===== src/rtl/cga_vram_fetch.sv =====
// rtl/cga_vram_fetch.sv - CGA/Tandy display VRAM fetch sequencer with CPU slot interleave
module cga_vram_fetch #(
  parameter int VRAM_AW = 15,
  parameter int RD_LAT  = 2
) (
  input  logic               clk,
  input  logic               reset,
  input  logic               hres_mode,
  input  logic               grph_mode,
  input  logic               tandy_16_mode,
  input  logic               display_enable,
  input  logic [13:0]        crtc_ma,
  input  logic [4:0]         crtc_ra,
  output logic [4:0]         clk_seq,
  output logic               crtc_clk,
  output logic [VRAM_AW-1:0] vram_addr,
  output logic               vram_we,
  output logic [7:0]         vram_wdata,
  input  logic [7:0]         vram_rdata,
  output logic               vram_read_char,
  output logic               vram_read_att,
  output logic               charrom_read,
  output logic               disp_pipeline,
  input  logic               cpu_req,
  input  logic               cpu_we,
  input  logic [VRAM_AW-1:0] cpu_addr,
  input  logic [7:0]         cpu_wdata,
  output logic [7:0]         cpu_rdata,
  output logic               cpu_ack
);

  localparam logic [3:0] CHAR_SLOT    = 4'(RD_LAT);
  localparam logic [3:0] ATT_SLOT     = 4'(RD_LAT + 2);
  localparam logic [3:0] CPU_CAP_SLOT = 4'(RD_LAT + 6);

  typedef enum logic {C_IDLE, C_BUSY} cpu_state_t;

  cpu_state_t         state, state_n;
  logic               hres_q, hres_n;
  logic [13:0]        ma_q, ma_n;
  logic [4:0]         ra_q, ra_n;
  logic               grph_q, grph_n, tandy_q, tandy_n;
  logic               blank_q, blank_n;
  logic               cpu_rd_q, cpu_rd_n, cpu_blank_q, cpu_blank_n;
  logic               rd_cap_q, rd_cap_n;
  logic [7:0]         rdata_q, rdata_n;
  logic [4:0]         seq_n;
  logic [3:0]         sn;
  logic               fetch_n, blank_start, slot_start;
  logic               crtc_clk_n, we_n, rc_n, ra_strb_n, cr_n, dp_n, ack_n;
  logic [VRAM_AW-1:0] addr_n;
  logic [7:0]         wdata_n;

  function automatic logic [14:0] fetch_addr(input logic [13:0] ma, input logic [4:0] ra,
                                             input logic grph, input logic tandy, input logic b);
    logic [14:0] a;
    if (grph && tandy)
      a = {ra[1:0], ma[11:0], b};
    else if (grph)
      a = {1'b0, ra[0], ma[11:0], b};
    else
      a = {ma, b};
    return a;
  endfunction

  // Every output is registered; this block computes the values for the slot about to start.
  always_comb begin
    seq_n       = clk_seq + 5'd1;
    sn          = seq_n[3:0];
    fetch_n     = ~seq_n[4] | hres_q;
    state_n     = state;
    hres_n      = (clk_seq == 5'd0) ? hres_mode : hres_q;
    ma_n        = ma_q;
    ra_n        = ra_q;
    grph_n      = grph_q;
    tandy_n     = tandy_q;
    blank_n     = blank_q;
    cpu_rd_n    = cpu_rd_q;
    cpu_blank_n = cpu_blank_q;
    rd_cap_n    = 1'b0;
    rdata_n     = rd_cap_q ? vram_rdata : rdata_q;
    addr_n      = vram_addr;
    wdata_n     = vram_wdata;
    we_n        = 1'b0;
    ack_n       = 1'b0;

    blank_start = fetch_n && (sn == 4'd0) && !display_enable && cpu_req && (state == C_IDLE);
    slot_start  = (sn == 4'd6) && cpu_req && (state == C_IDLE);

    if (fetch_n && (sn == 4'd0)) begin
      ma_n    = crtc_ma;
      ra_n    = crtc_ra;
      grph_n  = grph_mode;
      tandy_n = tandy_16_mode;
      blank_n = blank_start;
      addr_n  = blank_start ? cpu_addr
                            : VRAM_AW'(fetch_addr(crtc_ma, crtc_ra, grph_mode, tandy_16_mode, 1'b0));
    end else if (fetch_n && (sn == 4'd2)) begin
      addr_n = VRAM_AW'(fetch_addr(ma_q, ra_q, grph_q, tandy_q, 1'b1));
    end else if (slot_start) begin
      addr_n = cpu_addr;
    end

    if (blank_start || slot_start) begin
      state_n     = C_BUSY;
      cpu_rd_n    = ~cpu_we;
      cpu_blank_n = blank_start;
      we_n        = cpu_we;
      if (cpu_we)
        wdata_n = cpu_wdata;
    end

    if (state == C_BUSY) begin
      rd_cap_n = cpu_rd_q && (sn == (cpu_blank_q ? CHAR_SLOT : CPU_CAP_SLOT));
      if (sn == (cpu_blank_q ? 4'd2 : 4'd8)) begin
        ack_n   = 1'b1;
        state_n = C_IDLE;
      end
    end

    crtc_clk_n = (sn == 4'd15) && (seq_n[4] || hres_q);
    rc_n       = fetch_n && (sn == CHAR_SLOT) && !blank_n;
    ra_strb_n  = fetch_n && (sn == ATT_SLOT);
    cr_n       = fetch_n && (sn == 4'd5);
    dp_n       = fetch_n && (sn == 4'd15);
  end

  always_ff @(posedge clk or posedge reset) begin
    if (reset) begin
      state          <= C_IDLE;
      clk_seq        <= 5'd0;
      hres_q         <= 1'b0;
      ma_q           <= 14'd0;
      ra_q           <= 5'd0;
      grph_q         <= 1'b0;
      tandy_q        <= 1'b0;
      blank_q        <= 1'b0;
      cpu_rd_q       <= 1'b0;
      cpu_blank_q    <= 1'b0;
      rd_cap_q       <= 1'b0;
      rdata_q        <= 8'd0;
      crtc_clk       <= 1'b0;
      vram_addr      <= '0;
      vram_we        <= 1'b0;
      vram_wdata     <= 8'd0;
      vram_read_char <= 1'b0;
      vram_read_att  <= 1'b0;
      charrom_read   <= 1'b0;
      disp_pipeline  <= 1'b0;
      cpu_ack        <= 1'b0;
    end else begin
      state          <= state_n;
      clk_seq        <= seq_n;
      hres_q         <= hres_n;
      ma_q           <= ma_n;
      ra_q           <= ra_n;
      grph_q         <= grph_n;
      tandy_q        <= tandy_n;
      blank_q        <= blank_n;
      cpu_rd_q       <= cpu_rd_n;
      cpu_blank_q    <= cpu_blank_n;
      rd_cap_q       <= rd_cap_n;
      rdata_q        <= rdata_n;
      crtc_clk       <= crtc_clk_n;
      vram_addr      <= addr_n;
      vram_we        <= we_n;
      vram_wdata     <= wdata_n;
      vram_read_char <= rc_n;
      vram_read_att  <= ra_strb_n;
      charrom_read   <= cr_n;
      disp_pipeline  <= dp_n;
      cpu_ack        <= ack_n;
    end
  end

  // Read data passes straight through in its capture cycle so it is valid alongside cpu_ack.
  assign cpu_rdata = rd_cap_q ? vram_rdata : rdata_q;

endmodule


===== config.mk =====
export PLATFORM = sky130hd
export DESIGN_NAME = cga_vram_fetch
export DESIGN_NICKNAME = d
export VERILOG_FILES = /design/src/rtl/cga_vram_fetch.sv
export SDC_FILE = /design/constraint.sdc
export NUM_CORES = 1
export LEC_CHECK = 0
export ABC_AREA = 1
export CAP_MARGIN = 10
export CORE_MARGIN = 2
export CORE_UTILIZATION = 48
export DETAILED_ROUTE_END_ITERATION = 6
export GPL_TIMING_DRIVEN = 0
export PLACE_DENSITY = 0.81
export RECOVER_POWER = 50
export SKIP_LAST_GASP = 1
export SYNTH_ARGS = -nofsm -noshare
export SYNTH_HDL_FRONTEND = slang
export SYNTH_SLANG_ARGS = --single-unit

===== constraint.sdc =====
create_clock -name clk -period 2.4 [get_ports clk]
set_input_delay 0.24 -clock clk [delete_from_list [all_inputs] [get_ports clk]]
set_output_delay 0.24 -clock clk [all_outputs]
set_load 0.03 [all_outputs]

==> impl_metrics.env <==
export IMPL_outcome="complete, no violations"
export IMPL_post_route_period_util=0.9434
export IMPL_power_share_combinational=0.234
export IMPL_number_of_rows_created_at_floorplan=30
export IMPL_rsz0062_at_grt="no"
export IMPL_yosys_register_bits=67
export IMPL_clock_path_buffers=2
export IMPL_number_of_enable_flip_flop_cells_after_synthesis=0
export IMPL_path_clk_slew_ps=70
export IMPL_skew_ps=9.896
export IMPL_hold_path_class="primary input to register"
export IMPL_final_design_area_no_fill_mm2=0.004756
export IMPL_cts_repair_resize_count=0
export IMPL_gr_ovfl_total=0
export IMPL_crit_chain="clkbuf_1 -> mux2_1 -> clkdlybuf4s50_1"
export IMPL_initial_utilization=0.5014
export IMPL_sink_count=67
export IMPL_cts_hold_buffers=0
export IMPL_critPathMaxStageDelay_ps=600
export IMPL_cp_data_arrival_time_ps=2020
export IMPL_floorplan_die_width_um=88.94
export IMPL_yosysWarningCount=0
export IMPL_worst_setup_path_type="register to output pin"
export IMPL_post_dp_cell_area_mm2=0.004574
export IMPL_grt_pass1_vias=3260
export IMPL_netSwitchingPower_mw=0.8377
export IMPL_worst_path_max_delay_cell="sky130_fd_sc_hd__clkdlybuf4s50_1"
export IMPL_totalNegativeSetupSlack_ps=0
export IMPL_avgRoutedWirePerCell_um=14.00
export IMPL_data_required_time_of_the_worst_path_ps=2160
export IMPL_critical_path_max_fanout=8
export IMPL_layout_cells_most_common="sky130_fd_sc_hd__nand2_1"
export IMPL_cts_post_setup_buffers_inserted=0
export IMPL_route_detailed_vias_per_inst=5.033
export IMPL_setup_worst_path_start_class="register"
export IMPL_number_of_buffers_inserted_during_clock_tree_synthesis=9
export IMPL_timing_final_max_slew_violations=0
export IMPL_die_height_um=88.94
export IMPL_detailed_place_hpwl_um=6719
export IMPL_fin_crit_ps=2264
export IMPL_switching_power_as_a_share_of_total_power=0.2907
export IMPL_drt_drc_violations_left=0
export IMPL_timing_final_hold_violations=0
export IMPL_ys_types=27
export IMPL_cts_root_buf="sky130_fd_sc_hd__clkbuf_8"
export IMPL_finalWeightedCongestion=0.9292
export IMPL_antenna_found_initial=0
export IMPL_layout_drive_gt1_share=0.1047
export IMPL_grt_pass1_wl_um=14480
export IMPL_post_route_worst_setup_slack_ps=135.8
export IMPL_peakVddDrop_mv=0.3730
export IMPL_route_vias_total=3176
export IMPL_timing_max_cap_violations=0
export IMPL_rrSetupSlack_ps=300
export IMPL_power_share_sequential=0.448
export IMPL_ios=101
export IMPL_relSlewSlack=0.2738
export IMPL_num_antenna_cells=0
export IMPL_area_growth_synth_to_final_pct=37.32
export IMPL_clkLatencyLatePin_ps=340
export IMPL_cellPowerDensity_mw_per_mm2=605.9
export IMPL_core_area_mm2=0.006907
export IMPL_synth_fp_nets=484
export IMPL_async_reset_ff_frac=1.000
export IMPL_cts_tree="done"
export IMPL_clock_power_share=0.318
export IMPL_totalWireLength_um=8832
export IMPL_total_leakage_power_nw=2.462
export IMPL_design_final_nets=593
export IMPL_placement_io_buffers=97
export IMPL_worst_slew_pin_slew_ps=1088
export IMPL_synthFlopType="sky130_fd_sc_hd__dfrtp_1"
export IMPL_most_common_layout_cells="sky130_fd_sc_hd__nand2_1 (180), sky130_fd_sc_hd__clkdlybuf4s50_1 (92), sky130_fd_sc_hd__dfrtp_1 (67)"
export IMPL_critPathCaptureType="output pin"
export IMPL_setup_violations=0
export IMPL_dp_slack_ps=281.9
export IMPL_cts_htree_levels=3
export IMPL_share_of_the_yosys_chip_area_belonging_to_registers=0.4841
export IMPL_syn_mean_instance_area_um2=8.226
export IMPL_syn_area_mm2=0.003463
export IMPL_number_of_design_rule_violations_left_by_the_first_detailed_router_iteration=190
export IMPL_grt_total_usage=0.2394
export IMPL_detailedRoute_firstPassIterationCount=4
export IMPL_die_area_mm2=0.007910
export IMPL_maxClockFrequency_mhz=441.7
export IMPL_layout_filler_cells=578
export IMPL_grt_max_degree=41
export IMPL_synthesis_instances=421
export IMPL_drt_antenna_violating_nets=0
export IMPL_internal_power_mw=2.044
[cells by family after synthesis]
| family | after synthesis | share of synthesized area |
|---|---|---|
| mux | 9 | 0.02926 |
| flops | 67 | 0.4841 |
| compound gates | 16 | 0.02999 |
| fa+ha+maj | 5 | 0.01806 |
| buf+inv | 51 | 0.07189 |
| simple gates | 273 | 0.3667 |
[worst max-delay path, delay by kind of cell, from the launching register on]
kind                   cells  cell delay (ps)
buffers and inverters      2              950
flip-flops                 1              330
multiplexers               1              400
[power groups by stage]
stage	combinational, mW	sequential (mW)	clock (mW)
after detailed placement	0.682	1.31	0
final	0.675	1.29	0.915
after floorplan	0.277	1.39	0
after CTS	0.684	1.29	0.934
after global placement	0.661	1.31	0
after global routing	0.729	1.30	0.987
[sequential cells by signal, indices dropped and copies added (netlist names)]
signal	cells
vram_addr	15
ma_q	14
rdata_q	8
vram_wdata	8
clk_seq	5
ra_q	2
blank_q	1
charrom_read	1
cpu_ack	1
cpu_blank_q	1
cpu_rd_q	1
crtc_clk	1
disp_pipeline	1
grph_q	1
hres_q	1
rd_cap_q	1
state	1
tandy_q	1
vram_read_att	1
vram_read_char	1
vram_we	1
[synth_stat cells, types with 4 or more instances]
cell type	n	area (um2)
sky130_fd_sc_hd__nand2_1	178	668.1
sky130_fd_sc_hd__ha_1	5	62.56
sky130_fd_sc_hd__buf_4	4	30.03
sky130_fd_sc_hd__nand2_2	11	68.82
sky130_fd_sc_hd__a21oi_1	6	30.03
sky130_fd_sc_hd__inv_1	33	123.9
sky130_fd_sc_hd__buf_6	4	45.04
sky130_fd_sc_hd__nand3_1	61	305.3
sky130_fd_sc_hd__o21ai_0	8	40.04
sky130_fd_sc_hd__nor2_1	6	22.52
sky130_fd_sc_hd__dfrtp_1	67	1677
sky130_fd_sc_hd__buf_2	6	30.03
sky130_fd_sc_hd__nand3_4	4	70.07
sky130_fd_sc_hd__mux2_2	9	101.4
[through the flow]
step                      hold slack, ps    util  power [mW]  std cells
after floorplan                    349.6       -       1.671        421
after global placement             454.0  0.6594       1.968        614
after detailed placement           459.1  0.6623       1.994        615
after CTS                          289.4  0.6904       2.910        631
after global routing               447.5  0.6886       3.017        631
final                              445.8  0.6886       2.882        631
[worst paths after layout]
path / from / end / cells after the start
max: rd_cap_q$_DFF_PP0_ / cpu_rdata[5] / 3
min: cpu_wdata[1] / vram_wdata[1]$_DFFE_PP0P_ / 3
max reg2reg: clk_seq[0]$_DFF_PP0_ / vram_addr[3]$_DFFE_PP0P_ / 12
min reg2reg: state$_DFF_PP0_ / state$_DFF_PP0_ / 2
max in group asynchronous: reset / ma_q[5]$_DFFE_PP0N_ / 3
min in group asynchronous: reset / rdata_q[6]$_DFF_PP0_ / 2
[per-layer routing]
layer / track usage / wire [um] / up-vias
met5: 0 / 0 / -
met4: 0.09769 / 171 / 0
met3: 0.06187 / 627 / 16
met2: 0.3976 / 4289 / 134
met1: 0.2994 / 3743 / 1476
li1: - / - / 1550
[layout make-up]
| class | count | area (um2) | share of cell area |
|---|---|---|---|
| clock inverter | 5 | 52.55 | 0.01105 |
| buffer | 16 | 112.6 | 0.02368 |
| timing repair buffer | 98 | 991.0 | 0.2084 |
| inverter | 35 | 136.4 | 0.02868 |
| tap | 96 | 120.1 | 0.02526 |
| sequential | 67 | 1677 | 0.3525 |
| multi-input combinational | 303 | 1525 | 0.3207 |
| clock buffer | 11 | 141.4 | 0.02973 |
Note: power is estimated with default switching activity, not from simulation.
